**src/rtl/sfp_status_pkg.sv**
```systemverilog
// Shared types and constants for the SFP link status block.
package sfp_status_pkg;

   typedef enum logic [1:0] {
      CH_DOWN  = 2'd0,
      CH_TRAIN = 2'd1,
      CH_UP    = 2'd2,
      CH_FAULT = 2'd3
   } chan_state_t;

   localparam int unsigned DROP_W = 16;

   // Bits needed to hold values 0..max_val (at least one bit).
   function automatic int unsigned cnt_width(input int unsigned max_val);
      return (max_val < 1) ? 1 : $clog2(max_val + 1);
   endfunction

endpackage

```
**src/rtl/sfp_chan_status.sv**
```systemverilog
// One SFP channel: link FSM, activity hold, fault timer, drop counter, LED mux.
module sfp_chan_status
   import sfp_status_pkg::*;
#(
   parameter int unsigned DEBOUNCE_TICKS = 200,
   parameter int unsigned ACT_HOLD_TICKS = 20,
   parameter int unsigned FAULT_TICKS    = 500
) (
   input  logic              clk,
   input  logic              rst,
   input  logic              tick,
   input  logic              blink_ph,
   input  logic              heart_ph,
   input  logic              link_up,
   input  logic              act,
   input  logic              err,
   input  logic              cnt_clr,
   output logic              led,
   output logic              chan_up,
   output logic [DROP_W-1:0] drop_cnt
);

   localparam int unsigned TW = cnt_width(DEBOUNCE_TICKS - 1);
   localparam int unsigned HW = cnt_width(ACT_HOLD_TICKS);
   localparam int unsigned FW = cnt_width(FAULT_TICKS);

   localparam logic [TW-1:0]     TRAIN_LAST = TW'(DEBOUNCE_TICKS - 1);
   localparam logic [TW-1:0]     TRAIN_ONE  = TW'(1);
   localparam logic [HW-1:0]     HOLD_LOAD  = HW'(ACT_HOLD_TICKS);
   localparam logic [HW-1:0]     HOLD_ONE   = HW'(1);
   localparam logic [FW-1:0]     FAULT_LOAD = FW'(FAULT_TICKS);
   localparam logic [FW-1:0]     FAULT_ONE  = FW'(1);
   localparam logic [DROP_W-1:0] DROP_ONE   = DROP_W'(1);

   chan_state_t       state;
   logic [TW-1:0]     train_cnt;
   logic [HW-1:0]     hold_cnt;
   logic [FW-1:0]     fault_cnt;
   logic [DROP_W-1:0] drop_q;
   logic              drop_evt;
   logic              led_next;

   assign drop_evt = !link_up && ((state == CH_UP) || (state == CH_FAULT));
   assign drop_cnt = drop_q;

   // LED pattern for the current state and phases.
   always_comb begin
      led_next = 1'b0;
      case (state)
         CH_DOWN:  led_next = 1'b0;
         CH_TRAIN: led_next = blink_ph;
         CH_UP:    led_next = (hold_cnt != '0) ? ~blink_ph : 1'b1;
         CH_FAULT: led_next = heart_ph & blink_ph;
         default:  led_next = 1'b0;
      endcase
   end

   // Channel FSM with debounce/fault timers; LED and chan_up registered from current state.
   always_ff @(posedge clk) begin
      if (rst) begin
         state     <= CH_DOWN;
         train_cnt <= '0;
         fault_cnt <= '0;
         led       <= 1'b0;
         chan_up   <= 1'b0;
      end else begin
         led     <= led_next;
         chan_up <= (state == CH_UP) || (state == CH_FAULT);
         case (state)
            CH_DOWN: begin
               if (link_up) begin
                  state     <= CH_TRAIN;
                  train_cnt <= '0;
               end
            end
            CH_TRAIN: begin
               if (!link_up) begin
                  state <= CH_DOWN;
               end else if (tick) begin
                  if (train_cnt == TRAIN_LAST) state <= CH_UP;
                  else                         train_cnt <= train_cnt + TRAIN_ONE;
               end
            end
            CH_UP: begin
               if (!link_up) begin
                  state <= CH_DOWN;
               end else if (err) begin
                  state     <= CH_FAULT;
                  fault_cnt <= FAULT_LOAD;
               end
            end
            CH_FAULT: begin
               if (!link_up) begin
                  state     <= CH_DOWN;
                  fault_cnt <= '0;
               end else if (err) begin
                  fault_cnt <= FAULT_LOAD;
               end else if (tick) begin
                  if (FAULT_ONE >= fault_cnt) begin
                     state     <= CH_UP;
                     fault_cnt <= '0;
                  end else begin
                     fault_cnt <= fault_cnt - FAULT_ONE;
                  end
               end
            end
            default: state <= CH_DOWN;
         endcase
      end
   end

   // Activity hold: reload on any act pulse, otherwise count down once per tick.
   always_ff @(posedge clk) begin
      if (rst)                          hold_cnt <= '0;
      else if (act)                     hold_cnt <= HOLD_LOAD;
      else if (tick && hold_cnt != '0)  hold_cnt <= hold_cnt - HOLD_ONE;
   end

   // Saturating drop counter; a clear coinciding with a drop leaves exactly one.
   always_ff @(posedge clk) begin
      if (rst) begin
         drop_q <= '0;
      end else if (drop_evt) begin
         if (cnt_clr)          drop_q <= DROP_ONE;
         else if (drop_q != '1) drop_q <= drop_q + DROP_ONE;
      end else if (cnt_clr) begin
         drop_q <= '0;
      end
   end

endmodule

```
**src/rtl/sfp_link_status.sv**
```systemverilog
// SFP link status top: shared tick prescaler and blink/heartbeat phases, per-channel status.
module sfp_link_status
   import sfp_status_pkg::*;
#(
   parameter int unsigned SFP_COUNT       = 2,
   parameter int unsigned LED_COUNT       = 4,
   parameter int unsigned TICK_DIV        = 100000,
   parameter int unsigned DEBOUNCE_TICKS  = 200,
   parameter int unsigned BLINK_TICKS     = 50,
   parameter int unsigned ACT_HOLD_TICKS  = 20,
   parameter int unsigned FAULT_TICKS     = 500,
   parameter int unsigned HEARTBEAT_TICKS = 500
) (
   input  logic                          sysclk_100m,
   input  logic                          sys_reset,
   input  logic [SFP_COUNT-1:0]          link_up,
   input  logic [SFP_COUNT-1:0]          act,
   input  logic [SFP_COUNT-1:0]          err,
   input  logic                          cnt_clr,
   output logic [LED_COUNT-1:0]          sleds,
   output logic [SFP_COUNT-1:0]          chan_up,
   output logic [DROP_W*SFP_COUNT-1:0]   drop_cnt
);

   localparam int unsigned DW = cnt_width(TICK_DIV - 1);
   localparam int unsigned BW = cnt_width(BLINK_TICKS - 1);
   localparam int unsigned HW = cnt_width(HEARTBEAT_TICKS - 1);

   localparam logic [DW-1:0] DIV_LAST   = DW'(TICK_DIV - 1);
   localparam logic [DW-1:0] DIV_ONE    = DW'(1);
   localparam logic [BW-1:0] BLINK_LAST = BW'(BLINK_TICKS - 1);
   localparam logic [BW-1:0] BLINK_ONE  = BW'(1);
   localparam logic [HW-1:0] HEART_LAST = HW'(HEARTBEAT_TICKS - 1);
   localparam logic [HW-1:0] HEART_ONE  = HW'(1);

   logic [DW-1:0]        div_cnt;
   logic [BW-1:0]        blink_cnt;
   logic [HW-1:0]        heart_cnt;
   logic                 blink_ph;
   logic                 heart_ph;
   logic                 tick;
   logic [SFP_COUNT-1:0] chan_led;

   assign tick = (div_cnt == DIV_LAST);

   // Free-running prescaler 0..TICK_DIV-1.
   always_ff @(posedge sysclk_100m) begin
      if (sys_reset)  div_cnt <= '0;
      else if (tick)  div_cnt <= '0;
      else            div_cnt <= div_cnt + DIV_ONE;
   end

   // Blink and heartbeat phases, each toggling after its own number of ticks.
   always_ff @(posedge sysclk_100m) begin
      if (sys_reset) begin
         blink_cnt <= '0;
         heart_cnt <= '0;
         blink_ph  <= 1'b0;
         heart_ph  <= 1'b0;
      end else if (tick) begin
         if (blink_cnt == BLINK_LAST) begin
            blink_cnt <= '0;
            blink_ph  <= ~blink_ph;
         end else begin
            blink_cnt <= blink_cnt + BLINK_ONE;
         end
         if (heart_cnt == HEART_LAST) begin
            heart_cnt <= '0;
            heart_ph  <= ~heart_ph;
         end else begin
            heart_cnt <= heart_cnt + HEART_ONE;
         end
      end
   end

   genvar g;
   generate
      for (g = 0; g < SFP_COUNT; g++) begin : g_chan
         sfp_chan_status #(
            .DEBOUNCE_TICKS (DEBOUNCE_TICKS),
            .ACT_HOLD_TICKS (ACT_HOLD_TICKS),
            .FAULT_TICKS    (FAULT_TICKS)
         ) u_chan (
            .clk      (sysclk_100m),
            .rst      (sys_reset),
            .tick     (tick),
            .blink_ph (blink_ph),
            .heart_ph (heart_ph),
            .link_up  (link_up[g]),
            .act      (act[g]),
            .err      (err[g]),
            .cnt_clr  (cnt_clr),
            .led      (chan_led[g]),
            .chan_up  (chan_up[g]),
            .drop_cnt (drop_cnt[DROP_W*g +: DROP_W])
         );
      end
   endgenerate

   // LED map: channel LEDs low, heartbeat on the top LED, the rest dark.
   always_comb begin
      sleds = '0;
      for (int unsigned i = 0; i < SFP_COUNT; i++) sleds[i] = chan_led[i];
      sleds[LED_COUNT-1] = heart_ph;
   end

endmodule
```
**config.mk**
```make
export PLATFORM = sky130hd
export DESIGN_NAME = sfp_link_status
export DESIGN_NICKNAME = d
export VERILOG_FILES = /design/src/rtl/sfp_status_pkg.sv /design/src/rtl/sfp_chan_status.sv /design/src/rtl/sfp_link_status.sv
export SDC_FILE = /design/constraint.sdc
export NUM_CORES = 1
export LEC_CHECK = 0
export BUFFER_PORTS_ARGS = -buffer_cell sky130_fd_sc_hd__buf_2
export CAP_MARGIN = 5
export CORE_MARGIN = 10
export CORE_UTILIZATION = 25
export DETAILED_ROUTE_END_ITERATION = 6
export GPL_ROUTABILITY_DRIVEN = 0
export PLACE_DENSITY = 0.44
export SLEW_MARGIN = 20
export SYNTH_ARGS = -nofsm -noshare
export SYNTH_HDL_FRONTEND = slang
export SYNTH_HIERARCHICAL = 1
export SYNTH_SLANG_ARGS = --single-unit
export TNS_END_PERCENT = 100
```
**constraint.sdc**
```tcl
create_clock -name sysclk_100m -period 3.3 [get_ports sysclk_100m]
set_input_delay 0.495 -clock sysclk_100m [delete_from_list [all_inputs] [get_ports sysclk_100m]]
set_output_delay 0.495 -clock sysclk_100m [all_outputs]
set_load 0.03 [all_outputs]
```
Word level (Yosys, flattened, before mapping)
Cells that the tools add are included.
Widths: inputs -> output; s select.
{ "word_totals": {"out_inout_bits": 38, "regBits": 118, "in_bits": 9, "elab_cells": 174} }
{ "classes": {"reduce_logical": 35, "muxes": 63, "n_eq_ne": 39, "n_lt_le_gt_ge": 2, "n_bitwise": 3, "n_addsub": 11} }
{ "ops": {"columns": ["cell", "n"], "rows": [
  ["$mux 9", 13],
  ["$mux 16", 7],
  ["$mux 8", 8],
  ["$mux 2", 20],
  ["$pmux 9 s2", 2],
  ["$add 16x1->16 const B", 2],
  ["$ne 16x16->1 const B", 2],
  ["$pmux 8 s2", 2],
  ["$ne 3x3->1 const B", 8],
  ["$ne 2x2->1 const B", 11],
  ["$mux 5", 4],
  ["$reduce_bool 2->1", 10],
  ["$ge 1x9->1 const A", 2],
  ["$sub 9x1->9 const B", 2],
  ["$add 17x1->17 const B", 1],
  ["$eq 17x17->1 const B", 1],
  ["$add 8x1->8 const B", 2],
  ["$eq 8x8->1 const B", 2],
  ["$pmux 2 s4", 2],
  ["$reduce_and 7->1", 2],
  ["$ne 3x2->1 const B", 4],
  ["$reduce_and 5->1", 2],
  ["$reduce_bool 5->1", 2],
  ["$sub 5x1->5 const B", 2],
  ["other kinds (21)", 40]
]} }

Longest topological paths before layout
Gate-level depths: netlist of run 1.
{ "logic_depth": {"depth_word": 6, "mapped_depth": 11, "ltp_nobuf": 9} }

Modules after synthesis
Netlist of run 1, hierarchy kept.
{ "by_module_without_submodules": {"columns": ["module", "area_per_inst_um2", "cells_each", "n_inst", "seq_area_each_um2"], "rows": [
  ["sfp_chan_status (g_chan[0].u_chan)", 2389.8, 289, 1, 840.8],
  ["sfp_chan_status (g_chan[1].u_chan)", 2147.1, 249, 1, 840.8],
  ["sfp_link_status", 1671.6, 192, 1, 680.7]
]} }

Worst setup path before layout of run 1
Ideal clock, no wire load.
{ "synth_timing": {"kind": "register to register", "startpoint": "register div_cnt[0]", "endpoint": "register g_chan[0].u_chan.train_cnt[3]", "setup_slack_ns": 0.889, "synth_period_minus_slack_ns": 2.411, "arrival_ns": 2.341, "setup_ns": 0.070, "path_stages_with_launch": 10, "path_buffers": 1, "t_required_ns": 3.230, "cell_sequence": "dfxtp_1 > ha_1 > and4_4 > nand4_2 > buf_6 > inv_1 > inv_1 > a21o_1 > or4_1 > a21oi_1"} }
{ "synth_via": {"elab_chain_cells": 3} }
{ "synth_rtl": {"columns": ["element", "line_no", "text"], "rows": [
  ["start, declared", "sfp_link_status.sv:36", "logic [DW-1:0] div_cnt;"],
  ["start signal, assigned", "sfp_link_status.sv:50", "else div_cnt <= div_cnt + DIV_ONE;"],
  ["$eq 17x17->1", "sfp_link_status.sv:44", "assign tick = (div_cnt == DIV_LAST);"],
  ["net tick", "sfp_link_status.sv:41", "logic tick;"],
  ["$ne 2x1->1 (no source line)", null, null],
  ["$reduce_and 5->1 (no source line)", null, null],
  ["end signal, assigned", "sfp_chan_status.sv:81", "else train_cnt <= train_cnt + TRAIN_ONE;"],
  ["end, declared", "sfp_chan_status.sv:36", "logic [TW-1:0] train_cnt;"]
]} }
The timed path passes the listed nets, and every way through them passes these cells.
A chain may end at the register's enable or synchronous reset.

Worst setup path in the final report of run 1
{ "layout_timing": {"startpoint": "register div_cnt[0]", "endpoint": "register g_chan[1].u_chan.train_cnt[5]"} }
{ "layout_via": {"elab_chain_cells": 3} }
{ "layout_rtl": {"columns": ["element", "line_no"], "rows": [
  ["$eq 17x17->1", "sfp_link_status.sv:44"],
  ["net tick", "sfp_link_status.sv:41"],
  ["$ne 2x2->1 (no source line)", null],
  ["$reduce_and 5->1 (no source line)", null],
  ["end signal, assigned", "sfp_chan_status.sv:81"],
  ["end, declared", "sfp_chan_status.sv:36"]
]} }
The timed path passes the listed nets, and every way through them passes these cells.

==> flow_metrics.py, run 1 <==
metrics = {
    "worst_setup_path": {
        "crit_type": "flip-flop to flip-flop",
        "path_cells": "ha_1, and4_4, nand4_2, inv_1, buf_4, inv_1, a21oi_1, nand4_1, xor2_1, nor2_1",
        "endpoint_kind": "flip-flop",
        "required_ns": 3.57,
        "crit_fanout": 14,
        "path_buf_inv": 3,
        "critPathTopFamily": "simple AND/OR/NAND/NOR gates",
        "r2r-start": "div_cnt[0]",
        "start_kind": "flip-flop",
        "critPathArrivalTime_ns": 2.77,
        "critPathLaunch": "div_cnt[0]",
        "reg2reg_setup_slack_ns": 0.80,
        "cp_slowest_stage_delay_ns": 0.53,
        "critPathSlowestCell": "a21oi_1",
        "cp_common_cell": "inv_1",
    },
    "yosys": {
        "ys_seq_area_share_pct": 38.0,
        "ys_warn_count": 6,
        "synth.avg_cell_area_um2": 8.50,
        "syn_nets": 755,
        "synth_edf_count": 0,
        "syn_area_mm2": 0.00621,
        "syn_inst": 730,
        "synthArstFlopShare_pct": 0,
        "ys_ff_latch": 118,
        "synth-main-ff-cell": "dfxtp_1",
        "yosysUniqueCellTypes": 82,
    },
    "cells_and_area": {
        "num_antenna_cells": 0,
        "layout_commonest_cell": "dfxtp_1",
        "num-nets-final": 793,
        "utilization_pct": 30.1,
        "layout_common_cells": "118 x dfxtp_1, 59 x nor2_1, 53 x a21oi_1",
        "drive_above_1_share_pct": 14.7,
        "nFillCells": 2647,
        "syn_to_final_growth_pct": 18.1,
    },
    "detailed_routing": {
        "post_drt_wl_per_cell_um": 13.5,
        "drt-total-wl_um": 14900,
        "drcViolationCount": 0,
        "via_per_inst": 4.83,
        "drtIter0Drc": 318,
        "vias": 5337,
        "ant_nets": 0,
        "dr.pass1.iters": 4,
    },
    "clock_tree": {
        "ctsLongestPathBuffers": 2,
        "cts_tree": "yes",
        "ctsHoldBuffers": 0,
        "post-cts-setup-buffers": 0,
        "clock_latency_ns": 0.41,
        "cts_sinks": 118,
        "cts_inserted_buffers": 17,
        "cts-root-buf": "clkbuf_16",
        "clkTransAtPathRegs_ns": 0.06,
        "cts_resized": 0,
        "htreeDepth": 4,
    },
    "global_routing": {
        "grt_max_degree": 35,
        "grt_pass1_wl_um": 25500,
        "grt_pass1_vias": 5156,
        "grt-ovfl-total": 0,
        "antenna_found_initial": 1,
        "grt_usage_pct": 9.70,
    },
    "timing": {
        "tns_ns": 0,
        "layout_min_cycle_time_ns": 2.50,
        "slew_viol_final": 0,
        "fin_crit_sh_pct": 75.8,
        "tightest_slew_ns": 0.733,
        "setup_viol": 0,
        "rsz0062_at_grt": "false",
        "max_freq_ghz": 0.400,
        "fin_skew_ns": 0.00798,
        "finalHoldViolations": 0,
        "maxSlewHeadroom_pct": 51.0,
    },
    "floorplan": {
        "die-area_mm2": 0.0315,
        "start_util_pct": 25.5,
        "row_count": 57,
        "ios": 47,
        "die_y_um": 178,
        "core-area_mm2": 0.0244,
        "die_w_um": 178,
    },
    "run": {
        "max_cap_violations": 0,
    },
    "pwr": {
        "ir_drop_uv": 260,
        "leakage_nw": 2.57,
        "power_density_mw_per_mm2": 469,
    },
    "worst_hold_path": {
        "hp-class": "input pin to flip-flop",
        "worstHoldStart": "act[0]",
    },
    "placement": {
        "hpwlAfterDp_um": 10400,
        "portBuffers": 45,
    },
    "status": {
        "status": "complete, no violations",
    },
}
## registers in the layout, summed over array words and instances (netlist names), 4 cells and up
signal                   flops
div_cnt                     17
g_chan.u_chan/train_cnt     16
blink_cnt                    6
g_chan.u_chan/fault_cnt     18
g_chan.u_chan/state          4
g_chan.u_chan/drop_cnt      32
g_chan.u_chan/hold_cnt      10
heart_cnt                    9
## power by group
group          total, mW  internal (mW)  leakage (nW)  switching [mW]
combinational     0.0999         0.0318          1.32          0.0681
sequential          1.45           1.44         0.953          0.0167
clock               1.89           1.24         0.292           0.649
total               3.44           2.71          2.57           0.733
## final timing paths
kind	endpoint	depth (start not counted)
min reg2reg	div_cnt[0]	1
min	g_chan[0].u_chan/hold_cnt[3]	2
max reg2reg	g_chan[1].u_chan/train_cnt[5]	10
max	g_chan[1].u_chan/train_cnt[5]	10
## layout make-up
type	instances	area (um2)	share of cell area (%)
Clock inverter	9	125	1.71
Inverter	37	139	1.89
Clock buffer	22	474	6.47
Tap cell	324	405	5.53
Multi-Input combinational cell	543	3560	48.5
Timing Repair Buffer	51	270	3.69
Sequential cell	118	2360	32.2
## cells by family after synthesis
family / after synthesis / share of synthesized area [%]
AOI/OAI and AO/OA: 166 / 18.1
xor gates and xnor gates: 39 / 5.50
adders and majority gates: 16 / 3.22
buffers and inverters: 69 / 4.66
DFF: 118 / 38.0
muxes: 9 / 1.49
other: 1 / 0.0604
and+or+nand+nor: 312 / 28.9
## Yosys cell counts (9+ instances only)
library cell / count / area share, %
nor3_1: 24 / 1.9
clkbuf_1: 21 / 1.3
o31ai_1: 10 / 1.2
a21oi_1: 53 / 4.3
nor2_1: 59 / 3.6
dfxtp_1: 118 / 38
and3_1: 11 / 1.1
or3_1: 11 / 1.1
a31oi_1: 9 / 0.91
xor2_1: 21 / 3.0
nand2b_1: 9 / 0.91
nand3_1: 39 / 3.1
nand4_1: 21 / 2.1
ha_1: 16 / 3.2
xnor2_1: 18 / 2.5
inv_1: 36 / 2.2
nand2_1: 51 / 3.1
a211oi_1: 9 / 1.1
nor4_1: 13 / 1.3
o21ai_0: 27 / 2.2
## layer usage
metal  GRT usage (%)  share of wire (%)  vias to the layer above
met2            14.8                 44                       67
met3            3.17                4.2                        7
li1                -                  -                     2781
met5               0              0.047                        -
met4            2.50               0.56                        2
met1            12.9                 52                     2480
## metrics by stage
stage               setup slack [ns]  power (mW)  hold WS, ns  cells  area, um2
floorplan                      0.889        1.55        0.430    730       6210
global placement               0.835        1.59        0.452   1073       6730
detailed placement             0.805        1.59        0.455   1073       6730
CTS                            0.787        3.50        0.294   1104       7330
global route                   0.509        3.58        0.300   1104       7330
finish                         0.797        3.44        0.313   1104       7330
(Power assumes the default switching activity.)
==> run 2: changes to the inputs <==
Clock period 3.3 ns to 2.5 ns, I/O delays scaled along.
==> run 2 against run 1 <==
Sequential power grew 32%. Clock-buffer cell count rose by 7. Sequential share of layout area fell by 0.20 points. Critical endpoint is now g_chan[0].u_chan/train_cnt[3].
==> flow_metrics.py, run 2 (synthesis results as in run 1) <==
metrics = {
    "timing": {
        "maxSlewHeadroom_pct": 56.7,
        "max_freq_ghz": 0.437,
        "fin_skew_ns": 0.0117,
        "fin_crit_sh_pct": 91.6,
        "hold_slack_ns": 0.199,
        "tns_ns": 0,
        "tightest_slew_ns": 0.645,
        "finalHoldViolations": 0,
        "rsz0062_at_grt": "false",
        "slew_viol_final": 0,
        "setup_viol": 0,
        "layout_min_cycle_time_ns": 2.29,
    },
    "global_routing": {
        "antenna_found_initial": 0,
        "grt_pass1_wl_um": 25300,
        "grt_max_degree": 54,
        "grt_pass1_vias": 5096,
        "grt_usage_pct": 9.53,
        "grt-ovfl-total": 0,
    },
    "worst_setup_path": {
        "reg2reg_setup_slack_ns": 0.21,
        "required_ns": 2.84,
        "ff2ff_path_depth": 8,
        "path_buf_inv": 2,
        "critPathTopFamily": "simple AND/OR/NAND/NOR gates",
        "path_cells": "ha_1, and4_4, nand4_2, clkinvlp_4, inv_1, a21o_1, or4_1, a21oi_1",
        "crit_type": "flip-flop to flip-flop",
        "crit_fanout": 10,
        "endpoint_kind": "flip-flop",
        "critPathArrivalTime_ns": 2.63,
        "cp-endpoint": "g_chan[0].u_chan/train_cnt[3]",
        "cp_slowest_stage_delay_ns": 0.53,
        "r2r-start": "div_cnt[0]",
        "critPathLaunch": "div_cnt[0]",
        "critPathSlowestCell": "or4_1",
        "path_depth": 8,
        "start_kind": "flip-flop",
        "timing.rr.end": "g_chan[0].u_chan/train_cnt[3]",
    },
    "pwr": {
        "ir_drop_uv": 373,
        "power_density_mw_per_mm2": 580,
        "leakage_nw": 2.60,
    },
    "clock_tree": {
        "clock_latency_ns": 0.41,
        "clkTransAtPathRegs_ns": 0.05,
        "post-cts-setup-buffers": 0,
        "cts_inserted_buffers": 17,
        "cts-root-buf": "clkbuf_16",
        "cts_sinks": 118,
        "htreeDepth": 4,
        "ctsLongestPathBuffers": 2,
        "cts_tree": "yes",
        "ctsHoldBuffers": 0,
    },
    "worst_hold_path": {
        "hold_depth": 2,
        "worstHoldStart": "act[1]",
        "hp-class": "input pin to flip-flop",
    },
    "run": {
        "max_cap_violations": 0,
    },
    "detailed_routing": {
        "ant_nets": 0,
        "post_drt_wl_per_cell_um": 13.5,
        "vias": 5393,
        "via_per_inst": 4.83,
        "dr.pass1.iters": 5,
        "drt-total-wl_um": 15100,
        "drcViolationCount": 0,
        "drtIter0Drc": 334,
    },
    "cells_and_area": {
        "nFillCells": 2605,
        "syn_to_final_growth_pct": 18.8,
        "drive_above_1_share_pct": 15.8,
        "utilization_pct": 30.3,
        "layout_common_cells": "118 x dfxtp_1, 59 x nor2_1, 53 x a21oi_1",
        "final_cells": 1117,
        "layout_commonest_cell": "dfxtp_1",
        "fin_area_mm2": 0.00738,
        "largest_reg_flops": 32,
        "num-nets-final": 805,
        "num_antenna_cells": 0,
    },
    "placement": {
        "dpl_cell_area_mm2": 0.00684,
        "dpl.cell_count": 1085,
        "portBuffers": 45,
        "hpwlAfterDp_um": 10600,
    },
    "floorplan": {
        "die_y_um": 178,
        "die_w_um": 178,
        "core-area_mm2": 0.0244,
        "die-area_mm2": 0.0315,
        "ios": 47,
        "start_util_pct": 25.5,
        "row_count": 57,
    },
    "status": {
        "status": "complete, no violations",
    },
}
run 2: cell types whose count changed in the layout (fill, tap and decap cells not counted), sizes merged:
cell,before,now
bufinv,3,0
inv,36,35
clkbuf,22,29
buf,51,63
clkinvlp,2,1
clkinv,5,4
run 2: per-layer routing:
layer  track usage (%)  vias up  wire [um]
li1                  -     2804          -
met1              12.5     2510       7710
met2              14.9       66       6650
met3              2.74       13        542
met4              2.67        0        149
met5                 0        -          0
run 2: power breakdown:
part	internal, mW	total, mW	leakage (nW)	switching, mW
combinational	0.0510	0.146	1.38	0.0945
sequential	1.90	1.92	0.953	0.0205
clock	1.39	2.22	0.265	0.824
run 2: what timing repair did:
| action | in CTS | in global routing |
|---|---|---|
| endpoints found under the hold margin | 0 | 0 |
| gates resized for setup | 0 | 3 |
| setup endpoints to repair | 0 | 11 |
run 2: layout make-up:
type | count | area, um2 | share of cell area, %
Multi-Input combinational cell | 543 | 3560 | 48.2
Tap cell | 324 | 405 | 5.49
Timing Repair Buffer | 63 | 373 | 5.05
Inverter | 37 | 143 | 1.93
Clock buffer | 29 | 520 | 7.05
Clock inverter | 3 | 15.0 | 0.203
Sequential cell | 118 | 2360 | 32.0
run 2: worst register-to-register path: cells and delay by family, from the launching register on:
| kind | cells | cell delay, ns |
|---|---|---|
| flip-flops | 1 | 0.37 |
| adder cells (fa/ha/maj) | 1 | 0.18 |
| buffers and inverters | 2 | 0.30 |
| AND/OR/NAND/NOR | 3 | 0.95 |
| AO/OA/AOI/OAI | 2 | 0.44 |
run 2: how the worst min path moves through the flow:
stage	slack (ns)	endpoint
after CTS	0.19	g_chan[0].u_chan/hold_cnt[3]
after global placement	0.45	div_cnt[0]
final	0.20	g_chan[1].u_chan/hold_cnt[3]
after floorplan	0.43	div_cnt[0]
after global routing	0.19	g_chan[1].u_chan/hold_cnt[0]
after detailed placement	0.45	div_cnt[0]
run 2: stage by stage:
| stage | setup WS [ns] | power (mW) |
|---|---|---|
| after detailed placement | 0.127 | 2.11 |
| after global placement | 0.147 | 2.11 |
| final | 0.209 | 4.28 |
| after floorplan | 0.0891 | 2.05 |
| after global routing | 0.0462 | 4.46 |
| after CTS | 0.105 | 4.36 |
